**config.mk**
```make
export PLATFORM = sky130hd
export DESIGN_NAME = uart_tx_arbiter_flat
export DESIGN_NICKNAME = d
export VERILOG_FILES = /design/src/rtl/uart_ctrl_pkg.sv /design/src/rtl/uart_tx_arbiter_if.sv /design/src/rtl/uart_tx_arbiter_rr_arbiter.sv /design/src/rtl/uart_tx_arbiter.sv /design/src/flat_wrapper.sv
export SDC_FILE = /design/constraint.sdc
export NUM_CORES = 1
export LEC_CHECK = 0
export ABC_CLOCK_PERIOD_IN_PS = 4950
export CAP_MARGIN = 20
export CORE_MARGIN = 3
export CORE_UTILIZATION = 25
export CTS_CLUSTER_DIAMETER = 120
export CTS_CLUSTER_SIZE = 30
export DETAILED_ROUTE_END_ITERATION = 7
export HOLD_SLACK_MARGIN = 0.1
export RECOVER_POWER = 25
export SYNTH_ARGS = -nofsm -noshare
export SYNTH_HDL_FRONTEND = slang
export SYNTH_SLANG_ARGS = --single-unit
```
**constraint.sdc**
```tcl
create_clock -name clk -period 4.95 [get_ports clk]
set_input_delay 0.99 -clock clk [delete_from_list [all_inputs] [get_ports clk]]
set_output_delay 0.99 -clock clk [all_outputs]
set_load 0.02 [all_outputs]
```
**src/rtl/uart_ctrl_pkg.sv**
```systemverilog
// Shared types and constants for the UART transmit scheduler slice.
package uart_ctrl_pkg;

    typedef enum logic [1:0] {
        ST_IDLE = 2'd0,
        ST_WAIT = 2'd1,
        ST_GAP  = 2'd2
    } state_t;

    localparam int BYTE_W      = 8;
    localparam int FRAME_CNT_W = 16;

    // Width of a requester index; never collapses to zero bits.
    function automatic int id_w(input int n);
        return (n > 1) ? $clog2(n) : 1;
    endfunction

endpackage

```
**src/rtl/uart_tx_arbiter_if.sv**
```systemverilog
// Requester handshake plus the dintx/newd/donetx pins of the shared UART.
interface uart_tx_arbiter_if #(
    parameter int NUM_REQ = 4
);
    import uart_ctrl_pkg::*;

    logic [NUM_REQ-1:0]        req_valid;
    logic [BYTE_W*NUM_REQ-1:0] req_data;
    logic [NUM_REQ-1:0]        req_ready;
    logic [NUM_REQ-1:0]        req_done;
    logic [BYTE_W-1:0]         dintx;
    logic                      newd;
    logic                      donetx;

    modport master (
        output req_valid, req_data, donetx,
        input  req_ready, req_done, dintx, newd
    );

    modport slave (
        input  req_valid, req_data, donetx,
        output req_ready, req_done, dintx, newd
    );

endinterface

```
**src/rtl/uart_tx_arbiter_rr_arbiter.sv**
```systemverilog
// Combinational round-robin picker: first valid requester at or after ptr.
module rr_arbiter
    import uart_ctrl_pkg::*;
#(
    parameter int NUM_REQ = 4,
    parameter int IDW     = id_w(NUM_REQ)
) (
    input  logic [NUM_REQ-1:0] req_valid,
    input  logic [IDW-1:0]     ptr,
    output logic [NUM_REQ-1:0] gnt_onehot,
    output logic [IDW-1:0]     gnt_id,
    output logic               any_req
);

    localparam int SW = IDW + 1;

    logic [SW-1:0] pos_s;
    logic          found_s;

    assign any_req = |req_valid;

    // Walk ptr, ptr+1, ... (mod NUM_REQ) and keep the first valid position.
    always_comb begin
        gnt_id     = {IDW{1'b0}};
        gnt_onehot = {NUM_REQ{1'b0}};
        found_s    = 1'b0;
        pos_s      = {SW{1'b0}};
        for (int k = 0; k < NUM_REQ; k++) begin
            pos_s = {1'b0, ptr} + SW'(k);
            if (pos_s >= SW'(NUM_REQ)) begin
                pos_s = pos_s - SW'(NUM_REQ);
            end else begin
                pos_s = pos_s;
            end
            if (!found_s && req_valid[pos_s[IDW-1:0]]) begin
                found_s = 1'b1;
                gnt_id  = pos_s[IDW-1:0];
            end else begin
                found_s = found_s;
            end
        end
        if (found_s) begin
            gnt_onehot = {{(NUM_REQ-1){1'b0}}, 1'b1} << gnt_id;
        end else begin
            gnt_onehot = {NUM_REQ{1'b0}};
        end
    end

endmodule

```
**src/rtl/uart_tx_arbiter.sv**
```systemverilog
// Round-robin scheduler feeding one UART transmitter: grant, wait for donetx
// (or watchdog), then hold an idle gap before the next grant.
module uart_tx_arbiter
    import uart_ctrl_pkg::*;
#(
    parameter int NUM_REQ        = 4,
    parameter int GAP_CYCLES     = 16,
    parameter int TIMEOUT_CYCLES = 2048
) (
    input  logic                    clk,
    input  logic                    rst_n,
    uart_tx_arbiter_if.slave        bus,
    output logic                    busy,
    output logic [id_w(NUM_REQ)-1:0] grant_id,
    output logic                    err_timeout,
    output logic [FRAME_CNT_W-1:0]  frame_cnt
);

    localparam int IDW  = id_w(NUM_REQ);
    localparam int TOW  = (TIMEOUT_CYCLES > 1) ? $clog2(TIMEOUT_CYCLES) : 1;
    localparam int GW   = (GAP_CYCLES > 0) ? $clog2(GAP_CYCLES + 1) : 1;
    localparam logic [NUM_REQ-1:0] ONE_HOT0 = {{(NUM_REQ-1){1'b0}}, 1'b1};

    state_t               state_r, state_nx_s;
    logic [IDW-1:0]       ptr_r;
    logic [TOW-1:0]       to_cnt_r;
    logic [GW-1:0]        gap_cnt_r;
    logic [NUM_REQ-1:0]   req_ready_r, req_done_r;
    logic [BYTE_W-1:0]    dintx_r;
    logic                 newd_r, busy_r, err_timeout_r;
    logic [IDW-1:0]       grant_id_r;
    logic [FRAME_CNT_W-1:0] frame_cnt_r;

    logic [NUM_REQ-1:0]   gnt_onehot_s;
    logic [IDW-1:0]       gnt_id_s;
    logic                 any_req_s;
    logic                 to_hit_s, gap_hit_s;
    logic                 grant_s, done_s, tout_s;

    rr_arbiter #(.NUM_REQ(NUM_REQ), .IDW(IDW)) u_rr (
        .req_valid  (bus.req_valid),
        .ptr        (ptr_r),
        .gnt_onehot (gnt_onehot_s),
        .gnt_id     (gnt_id_s),
        .any_req    (any_req_s)
    );

    assign to_hit_s  = (to_cnt_r == TOW'(TIMEOUT_CYCLES - 1));
    assign gap_hit_s = (gap_cnt_r == GW'(GAP_CYCLES - 1));

    // State register.
    always_ff @(posedge clk or negedge rst_n) begin
        if (!rst_n) begin
            state_r <= ST_IDLE;
        end else begin
            state_r <= state_nx_s;
        end
    end

    // Next-state logic; a donetx in the watchdog's last cycle still counts.
    always_comb begin
        state_nx_s = state_r;
        case (state_r)
            ST_IDLE: begin
                if (any_req_s) state_nx_s = ST_WAIT;
                else           state_nx_s = ST_IDLE;
            end
            ST_WAIT: begin
                if (bus.donetx || to_hit_s) state_nx_s = (GAP_CYCLES == 0) ? ST_IDLE : ST_GAP;
                else                        state_nx_s = ST_WAIT;
            end
            ST_GAP: begin
                if (gap_hit_s) state_nx_s = ST_IDLE;
                else           state_nx_s = ST_GAP;
            end
            default: state_nx_s = ST_IDLE;
        endcase
    end

    // Output decode: which event the current state produces on this edge.
    always_comb begin
        grant_s = 1'b0;
        done_s  = 1'b0;
        tout_s  = 1'b0;
        case (state_r)
            ST_IDLE: begin
                grant_s = any_req_s;
            end
            ST_WAIT: begin
                done_s = bus.donetx;
                tout_s = !bus.donetx && to_hit_s;
            end
            ST_GAP: begin
                grant_s = 1'b0;
            end
            default: begin
                grant_s = 1'b0;
            end
        endcase
    end

    // Registered outputs, round-robin pointer and the wait/gap counters.
    always_ff @(posedge clk or negedge rst_n) begin
        if (!rst_n) begin
            req_ready_r   <= {NUM_REQ{1'b0}};
            req_done_r    <= {NUM_REQ{1'b0}};
            newd_r        <= 1'b0;
            err_timeout_r <= 1'b0;
            busy_r        <= 1'b0;
            dintx_r       <= {BYTE_W{1'b0}};
            grant_id_r    <= {IDW{1'b0}};
            ptr_r         <= {IDW{1'b0}};
            frame_cnt_r   <= {FRAME_CNT_W{1'b0}};
            to_cnt_r      <= {TOW{1'b0}};
            gap_cnt_r     <= {GW{1'b0}};
        end else begin
            req_ready_r   <= grant_s ? gnt_onehot_s : {NUM_REQ{1'b0}};
            req_done_r    <= done_s ? (ONE_HOT0 << grant_id_r) : {NUM_REQ{1'b0}};
            newd_r        <= grant_s;
            err_timeout_r <= tout_s;
            busy_r        <= (state_nx_s != ST_IDLE);
            if (grant_s) begin
                dintx_r    <= bus.req_data[int'(gnt_id_s)*BYTE_W +: BYTE_W];
                grant_id_r <= gnt_id_s;
                ptr_r      <= (gnt_id_s == IDW'(NUM_REQ - 1)) ? {IDW{1'b0}} : gnt_id_s + IDW'(1);
            end
            if (done_s) begin
                frame_cnt_r <= frame_cnt_r + FRAME_CNT_W'(1);
            end
            if (grant_s) begin
                to_cnt_r <= {TOW{1'b0}};
            end else if (state_r == ST_WAIT) begin
                to_cnt_r <= to_cnt_r + TOW'(1);
            end
            if (state_r == ST_WAIT) begin
                gap_cnt_r <= {GW{1'b0}};
            end else if (state_r == ST_GAP) begin
                gap_cnt_r <= gap_cnt_r + GW'(1);
            end
        end
    end

    assign bus.req_ready = req_ready_r;
    assign bus.req_done  = req_done_r;
    assign bus.newd      = newd_r;
    assign bus.dintx     = dintx_r;
    assign busy          = busy_r;
    assign grant_id      = grant_id_r;
    assign err_timeout   = err_timeout_r;
    assign frame_cnt     = frame_cnt_r;

endmodule

```
**src/flat_wrapper.sv**
```systemverilog
// flat-port wrapper written by rule: the top's interface ports become plain ports
module uart_tx_arbiter_flat import uart_ctrl_pkg::*;
#(
    parameter int NUM_REQ        = 4,
    parameter int GAP_CYCLES     = 16,
    parameter int TIMEOUT_CYCLES = 2048
)
  (clk, rst_n, busy, grant_id, err_timeout, frame_cnt, bus_req_valid, bus_req_data, bus_donetx, bus_req_ready, bus_req_done, bus_dintx, bus_newd);
  uart_tx_arbiter_if #(.NUM_REQ(NUM_REQ)) bus_i ();
  input  logic clk;
  input  logic rst_n;
  output logic busy;
  output logic [id_w(NUM_REQ)-1:0] grant_id;
  output logic err_timeout;
  output logic [FRAME_CNT_W-1:0] frame_cnt;
  input wire logic [$bits(bus_i.req_valid)-1:0] bus_req_valid;
  input wire logic [$bits(bus_i.req_data)-1:0] bus_req_data;
  input wire logic [$bits(bus_i.donetx)-1:0] bus_donetx;
  output wire logic [$bits(bus_i.req_ready)-1:0] bus_req_ready;
  output wire logic [$bits(bus_i.req_done)-1:0] bus_req_done;
  output wire logic [$bits(bus_i.dintx)-1:0] bus_dintx;
  output wire logic [$bits(bus_i.newd)-1:0] bus_newd;
  assign bus_i.req_valid = bus_req_valid;
  assign bus_i.req_data = bus_req_data;
  assign bus_i.donetx = bus_donetx;
  assign bus_req_ready = bus_i.req_ready;
  assign bus_req_done = bus_i.req_done;
  assign bus_dintx = bus_i.dintx;
  assign bus_newd = bus_i.newd;
  uart_tx_arbiter #(.NUM_REQ(NUM_REQ), .GAP_CYCLES(GAP_CYCLES), .TIMEOUT_CYCLES(TIMEOUT_CYCLES)) u_core (.clk(clk), .rst_n(rst_n), .bus(bus_i), .busy(busy), .grant_id(grant_id), .err_timeout(err_timeout), .frame_cnt(frame_cnt));
endmodule
```
Yosys cells after proc, flatten, opt, wreduce, memory -nomap -nowiden
Index checks and enable logic that the tools add are counted.
Cells by class
  add/subtract/negate cells: 11
  multipliers: 0
  div/mod/pow operators: 0
  magnitude comparators: 8
  eq/ne operators: 5
  shift operators: 3
  multiplexer cells: 35
  bitwise logic cells: 0
  reductions and logical operators: 14
Operators by type and width (count)
  $shiftx A32 B6 Y8: 1
  $mux W11: 2
  $mux W2: 11
  $add A16 B1 Y16 const B: 1
  $lt A2 B3 Y1 const B: 4
  $mux W1: 12
  $mux W4: 3
  $add A11 B1 Y11 const B: 1
  $eq A11 B11 Y1 const B: 1
  $mux W5: 2
  $ge A3 B3 Y1 const B: 3
  $bmux W1 S2: 4
  $shl A1 B2 Y4 const A: 2
  $sub A2 B1 Y2 const B: 4
  $add A2 B2 Y3 const B: 2
  $pmux W2 S3: 1
  $reduce_bool A2 Y1: 3
  $add A5 B1 Y5 const B: 1
  $eq A5 B4 Y1 const B: 1
  $eq A2 B2 Y1 const B: 2
  $logic_and A1 B1 Y1: 4
  $logic_not A1 Y1: 4
  $reduce_or A4 Y1: 1
  $add A2 B1 Y3 const B: 1
  5 further kinds: 5
Storage, ports and cells
  register bits: 57
  bits in latches: 0
  memory bits (writable): 0
  ROM bits: 0
  input port bits: 39
  output and inout port bits: 37
  logic and storage cells: 88
  memories kept: 0

Depth between registers and ports, before layout
  depth in word-level cells: 17
  gate-level depth with buffers: 9
  gate-level depth less buffers: 7

By module
Synthesis repeated with hierarchy kept, for this count alone.
Second synthesis, totals
  cell total of the unflattened synthesis: 276
  area total of the unflattened synthesis: 2865.2 um^2
Modules (own cells, without submodules)
  uart_tx_arbiter: instances 1, cells an instance 243, area an instance 2653.8 um^2, seq. area each 1426.4 um^2
  rr_arbiter: instances 1, cells an instance 33, area an instance 211.5 um^2, seq. area each 0.0 um^2

Worst setup path before layout
OpenSTA, ideal clock, no wires.
  path type: input port to flip-flop
  from: in bus_req_valid[2]
  to: reg u_core.ptr_r[1]
  setup time: 0.117 ns
  arrival time: 2.115 ns
  data required time: 4.833 ns
  slack: 2.718 ns
  cell stages on the path: 8
  buffers on the path: 1
  cell sequence: nor2b_1 > a21o_1 > a211o_1 > buf_6 > inv_1 > ha_1 > nand2_1 > nand2_1
On the way
  longest elaborated chain between the ends: 14
  elaborated cells between the ends (all ways): 26
  those cells by class: add/sub (1); eq/ne (1); mux (17); reduce/logical (7)
RTL lines
  from (decl): RTL line flat_wrapper.sv:16  | input wire logic [$bits(bus_i.req_valid)-1:0] bus_req_valid;
  $bmux W1 S2: RTL line uart_tx_arbiter_rr_arbiter.sv:35  | if (!found_s && req_valid[pos_s[IDW-1:0]]) begin
  $mux W1 (not written as such): RTL line uart_tx_arbiter_rr_arbiter.sv:35
  $mux W1: RTL line uart_tx_arbiter_rr_arbiter.sv:35
  $logic_not A1 Y1: RTL line uart_tx_arbiter_rr_arbiter.sv:35
  $logic_and A1 B1 Y1: RTL line uart_tx_arbiter_rr_arbiter.sv:35
  $mux W1: RTL line uart_tx_arbiter_rr_arbiter.sv:35
  $logic_not A1 Y1: RTL line uart_tx_arbiter_rr_arbiter.sv:35
  $logic_and A1 B1 Y1: RTL line uart_tx_arbiter_rr_arbiter.sv:35
  $mux W1: RTL line uart_tx_arbiter_rr_arbiter.sv:35
  $logic_not A1 Y1: RTL line uart_tx_arbiter_rr_arbiter.sv:35
  $logic_and A1 B1 Y1: RTL line uart_tx_arbiter_rr_arbiter.sv:35
  $mux W2: RTL line uart_tx_arbiter_rr_arbiter.sv:35
  $add A2 B1 Y2 / $eq A2 B2 Y1 (equally long branches): RTL line uart_tx_arbiter.sv:125  | ptr_r <= (gnt_id_s == IDW'(NUM_REQ - 1)) ? {IDW{1'b0}} : gnt_id_s + IDW'(1);
  $mux W2: RTL line uart_tx_arbiter.sv:125
  to (signal assigned): RTL line uart_tx_arbiter.sv:112  | ptr_r <= {IDW{1'b0}};
  to (signal assigned): RTL line uart_tx_arbiter.sv:125
  to (decl): RTL line uart_tx_arbiter.sv:25  | logic [IDW-1:0] ptr_r;
Several ways; a longest one is shown, not always the timed one. The select of a mux whose other input is x is not followed.
A chain may end at the register's enable or synchronous reset.

Final worst setup path
  from: in bus_req_valid[1]
  to: reg u_core.dintx_r[3] (netlist: u_core.bus.dintx[3])
On the way
  longest elaborated chain between the ends: 13
  elaborated cells between the ends (all ways): 24
  those cells by class: shift (1); mux (16); reduce/logical (7)
RTL lines
  $bmux W1 S2: RTL line uart_tx_arbiter_rr_arbiter.sv:35
  $mux W1 (not written as such): RTL line uart_tx_arbiter_rr_arbiter.sv:35
  $mux W1: RTL line uart_tx_arbiter_rr_arbiter.sv:35
  $logic_not A1 Y1: RTL line uart_tx_arbiter_rr_arbiter.sv:35
  $logic_and A1 B1 Y1: RTL line uart_tx_arbiter_rr_arbiter.sv:35
  $mux W1: RTL line uart_tx_arbiter_rr_arbiter.sv:35
  $logic_not A1 Y1: RTL line uart_tx_arbiter_rr_arbiter.sv:35
  $logic_and A1 B1 Y1: RTL line uart_tx_arbiter_rr_arbiter.sv:35
  $mux W1: RTL line uart_tx_arbiter_rr_arbiter.sv:35
  $logic_not A1 Y1: RTL line uart_tx_arbiter_rr_arbiter.sv:35
  $logic_and A1 B1 Y1: RTL line uart_tx_arbiter_rr_arbiter.sv:35
  $mux W2: RTL line uart_tx_arbiter_rr_arbiter.sv:35
  $shiftx A32 B6 Y8: RTL line uart_tx_arbiter.sv:123  | dintx_r <= bus.req_data[int'(gnt_id_s)*BYTE_W +: BYTE_W];
  to (signal assigned): RTL line uart_tx_arbiter.sv:110  | dintx_r <= {BYTE_W{1'b0}};
  to (signal assigned): RTL line uart_tx_arbiter.sv:123
  to (decl): RTL line uart_tx_arbiter.sv:29  | logic [BYTE_W-1:0] dintx_r;
Several ways; a longest one is shown, not always the timed one. The select of a mux whose other input is x is not followed.

==> results <==
- The maximum clock rate is 322 MHz.
- The count of nets left with antenna violations once routing finished came out at 0.
- The register bit total from synthesis is 57.
- The flow ran to the end, and the final reports show no timing, DRC or antenna violations.
- After detailed routing, the number of vias per cell comes to 4.46.
- The starting density of the core is 0.262.
- The tightest hold path in the finished design has a slack of 471 ps.
- The first element of the critical path is bus_req_valid[1].
- The fraction of final layout cells sized beyond drive strength 1 is 0.0808.
- The count of final max-slew check failures came to 0.
- STA classifies the critical path startpoint as an input port.
- The worst max-slew margin expressed relative to the limit is 0.354.
- Synthesis handed over a netlist of 252 instances.
- The detailed-route via count is 2094.
- Hold repair after CTS inserted 0 buffers.
- After filler insertion, the fill cell instance count of the layout stands at 1061.
- The number of antenna violations at the first check in global routing came to 0.
- The final layout contains routed wiring with a total length of 6310 microns.
- The areal power density over the cells is 529 mW/mm^2.
- Counting both buffers and inverters, the worst setup path holds a total of 2.
- For this run, the number of Yosys warnings is 0.
- Max-cap violations in this run came to 0.
- Walking the worst path, the cells encountered are clkdlybuf4s50_1 -> o41ai_4 -> inv_1 -> nand2_2 -> o221ai_1.
- The global routing usage summed across all routing layers is 0.105.
- Data on the critical path arrives at its endpoint at 3300 ps.
- The leakage power of the design is 1.74 nW.
- The clock-pin transition on the worst setup and hold timing paths is 70 ps.
- At the pin with the least slew margin, the transition time is 969 ps.
- The placeable core area is 0.0106 sq mm.
- The post-synthesis net count is 300.
- The first global-routing pass estimated 10600 microns of wire.
- The global placer's final weighted congestion is 0.757.
- The final number of hold-violating endpoints came to 0.
- The die outline area is 0.0123 sq mm.
- The horizontal die dimension is 111 microns.
- The floorplan has 37 rows.
- Compared with the post-synthesis result, the final layout area differs by 41.0%.
- The average wire per standard cell is 13.4 microns.
- The final critical-path required period is 3110 ps.
- The path depth of the worst reg2reg path is 7.
- The floorplan die height is 111 microns.
- The CTS root buffer is sky130_fd_sc_hd__clkbuf_8.
- In this run the critical register-to-register path is launched from u_core.state_r[1]$_DFF_PN0_.
- The class of the worst hold path is register to register.
- Setup repair after global routing left no endpoint under its margin.
- The clock net in this run drives a total of 57 sinks.
- Buffers placed on the I/O ports in this run total 75.
- Among all stages on the critical path, the largest delay is contributed by sky130_fd_sc_hd__o41ai_4.
- In this run the number of cells on the critical path is 5.
- The setup TNS after final layout is 0 ps.
- After clock tree synthesis, the repair step resized 0 gates.
- Once the clock tree was built, the setup fixing pass inserted 0 buffers.
- Across the VDD grid, the largest voltage drop is 0.186 mV.
- The final-report setup violation count is 0.
- In the layout the commonest cells are sky130_fd_sc_hd__clkdlybuf4s50_1 (74), sky130_fd_sc_hd__dfrtp_1 (57), sky130_fd_sc_hd__nand2_1 (28), sky130_fd_sc_hd__nor2_1 (21), sky130_fd_sc_hd__mux2i_1 (17).
- The number of clock buffers inserted by TritonCTS is 9.
- After detailed routing, the number of remaining DRC violations is 0.
- The number of nets in the layout is 377.
- The H-tree generated during clock tree synthesis spans 3 levels.
- The number of inserted diodes is 0.
- The post-synthesis area per instance is 11.0 sq um.
- The total area of sequential cells is 0.00143 sq mm.
- In this run the cell area of the synthesized design comes to 0.00276 sq mm.
- The number of primary I/O pins is 76.
- At the later pin of the worst-skew pair, clock insertion delay measures 330 ps.
- The library cell used most frequently in the layout, excluding fill and tap cells, is sky130_fd_sc_hd__clkdlybuf4s50_1.
- TritonCTS built the clock tree.
- The wire-length estimate of the detail-placed layout is 4610 microns.
- The largest delay contributor family on the critical path is buffers and inverters.
- The clock skew is 8.32 ps.
- The number of global-route vias before repair is 2114.
- The register area share after synthesis is 0.516.
- The register-to-register path setup slack is 2630 ps.
- The endpoint identified for the worst register-to-register timing path is u_core.frame_cnt[15]$_DFFE_PN0P_.
- In this run the worst path has a maximum fanout of 20.
- For the worst setup path, the data required time is 5150 ps.
- Summed over all layers, the global routing overflow is 0.
- In this run the worst setup path terminates at u_core.bus.dintx[3]$_DFFE_PN0N_.
- STA classifies the critical path endpoint as a register.
- The maximum number of pins on one net before global-route repair is 58.
- In this run, the number of DRC markers left after iteration 0 of detailed routing was 73.
- The area taken by multi-input logic gates is 0.00123 sq mm.
- The category of the most critical setup path is input port to register.
- The number of distinct library cells after synthesis is 38.
- The iteration count of the initial detailed-routing pass is 4.
- The clock passes through at most 2 buffers.
- The share of the clock period used by the worst path is 0.628.
- For this run, the slowest stage of the critical path takes 820 ps.
==> kinds of logic (layout without fill, tap and decap cells) <==
group	after synthesis	in the layout	share of synthesized area
DFF	57	57	0.516
buffers and inverters	21	103	0.0394
adders and majority gates	9	9	0.0408
muxes	19	19	0.0697
AOI/OAI and AO/OA	23	23	0.0702
and+or+nand+nor	98	98	0.184
xor gates and xnor gates	25	25	0.0793
==> cells in the mapped netlist <==
| master | instances | area share |
|---|---|---|
| sky130_fd_sc_hd__and2_1 | 3 | 0.0068 |
| sky130_fd_sc_hd__nand2b_1 | 2 | 0.0045 |
| sky130_fd_sc_hd__inv_1 | 10 | 0.014 |
| sky130_fd_sc_hd__nor4_1 | 1 | 0.0023 |
| sky130_fd_sc_hd__o21ai_0 | 3 | 0.0054 |
| sky130_fd_sc_hd__nor2b_1 | 2 | 0.0045 |
| sky130_fd_sc_hd__nor3b_1 | 3 | 0.0082 |
| sky130_fd_sc_hd__inv_2 | 1 | 0.0014 |
| sky130_fd_sc_hd__buf_6 | 3 | 0.012 |
| sky130_fd_sc_hd__and4_1 | 4 | 0.013 |
| sky130_fd_sc_hd__o32a_4 | 1 | 0.0082 |
| sky130_fd_sc_hd__clkbuf_1 | 3 | 0.0041 |
| sky130_fd_sc_hd__and3_1 | 6 | 0.014 |
| sky130_fd_sc_hd__nor2_1 | 21 | 0.029 |
| sky130_fd_sc_hd__xnor2_1 | 15 | 0.048 |
| sky130_fd_sc_hd__nor3_2 | 1 | 0.0036 |
| sky130_fd_sc_hd__o221ai_1 | 8 | 0.025 |
| sky130_fd_sc_hd__nand3_1 | 9 | 0.016 |
| sky130_fd_sc_hd__mux2i_1 | 17 | 0.062 |
| sky130_fd_sc_hd__or3_4 | 1 | 0.0041 |
| sky130_fd_sc_hd__nand2_1 | 28 | 0.038 |
| sky130_fd_sc_hd__nand3b_1 | 2 | 0.0054 |
| sky130_fd_sc_hd__a21o_1 | 1 | 0.0027 |
| sky130_fd_sc_hd__buf_2 | 3 | 0.0054 |
| sky130_fd_sc_hd__nor3_1 | 3 | 0.0054 |
| sky130_fd_sc_hd__o41ai_4 | 1 | 0.010 |
| sky130_fd_sc_hd__nand2_2 | 1 | 0.0023 |
| sky130_fd_sc_hd__nand2b_4 | 1 | 0.0050 |
| sky130_fd_sc_hd__ha_1 | 9 | 0.041 |
| sky130_fd_sc_hd__mux2_2 | 2 | 0.0082 |
| sky130_fd_sc_hd__a211o_1 | 1 | 0.0032 |
| sky130_fd_sc_hd__xor2_1 | 10 | 0.032 |
| sky130_fd_sc_hd__buf_4 | 1 | 0.0027 |
| sky130_fd_sc_hd__and2b_1 | 1 | 0.0027 |
| sky130_fd_sc_hd__dfrtp_1 | 57 | 0.52 |
| sky130_fd_sc_hd__a21oi_1 | 6 | 0.011 |
| sky130_fd_sc_hd__o22ai_1 | 2 | 0.0045 |
| sky130_fd_sc_hd__nand4_1 | 9 | 0.020 |
==> where the power goes <==
| part | total, mW | switching (mW) | internal [mW] |
|---|---|---|---|
| logic | 0.775 | 0.415 | 0.360 |
| clock network | 0.596 | 0.184 | 0.412 |
| registers | 0.690 | 0.101 | 0.589 |
==> final cells by class <==
type / count / area share
sequential: 57 / 0.366
multi-input combinational: 174 / 0.315
timing repair buffer: 76 / 0.193
tap: 136 / 0.0437
clock buffer: 11 / 0.0389
clock inverter: 5 / 0.0321
inverter: 11 / 0.0106
==> state kept, by name, indices dropped and copies added (netlist names), 2 cells and up <==
name / count
u_core.frame_cnt: 16
u_core.to_cnt_r: 11
u_core.bus.dintx: 8
u_core.gap_cnt_r: 5
u_core.bus.req_done: 4
u_core.bus.req_ready: 4
u_core.grant_id: 2
u_core.ptr_r: 2
u_core.state_r: 2
==> stage by stage <==
stage	utilization	worst slack, ps	instance area, sq um	std cells	total power [mW]
after CTS	0.369	1790	3890	470	2.08
after detailed placement	0.343	1420	3620	454	1.49
final	0.369	1840	3890	470	2.06
after global routing	0.369	1610	3890	470	2.19
after floorplan	-	2720	2760	252	1.20
after global placement	0.343	1530	3620	454	1.46
==> how the worst min path moves through the flow <==
stage | slack, ps | startpoint | to | cells past startpoint
global placement | 460 | u_core.frame_cnt[15]$_DFFE_PN0P_ | u_core.frame_cnt[15]$_DFFE_PN0P_ | 1
finish | 470 | u_core.frame_cnt[15]$_DFFE_PN0P_ | u_core.frame_cnt[15]$_DFFE_PN0P_ | 1
floorplan | 500 | u_core.to_cnt_r[6]$_DFFE_PN0P_ | u_core.to_cnt_r[6]$_DFFE_PN0P_ | 2
CTS | 470 | u_core.frame_cnt[15]$_DFFE_PN0P_ | u_core.frame_cnt[15]$_DFFE_PN0P_ | 1
global route | 480 | u_core.frame_cnt[15]$_DFFE_PN0P_ | u_core.frame_cnt[15]$_DFFE_PN0P_ | 1
detailed placement | 470 | u_core.frame_cnt[15]$_DFFE_PN0P_ | u_core.frame_cnt[15]$_DFFE_PN0P_ | 1
==> routing by layer <==
layer | track usage | routed length [microns] | vias to the layer above | part of all wire
met5 | 0 | 0 | - | 0
met4 | 0.0414 | 104 | 0 | 0.016
met3 | 0.0360 | 369 | 13 | 0.058
met2 | 0.161 | 2910 | 50 | 0.46
met1 | 0.136 | 2920 | 1006 | 0.46
li1 | - | - | 1025 | -
Note: power is estimated with default switching activity, not from simulation.
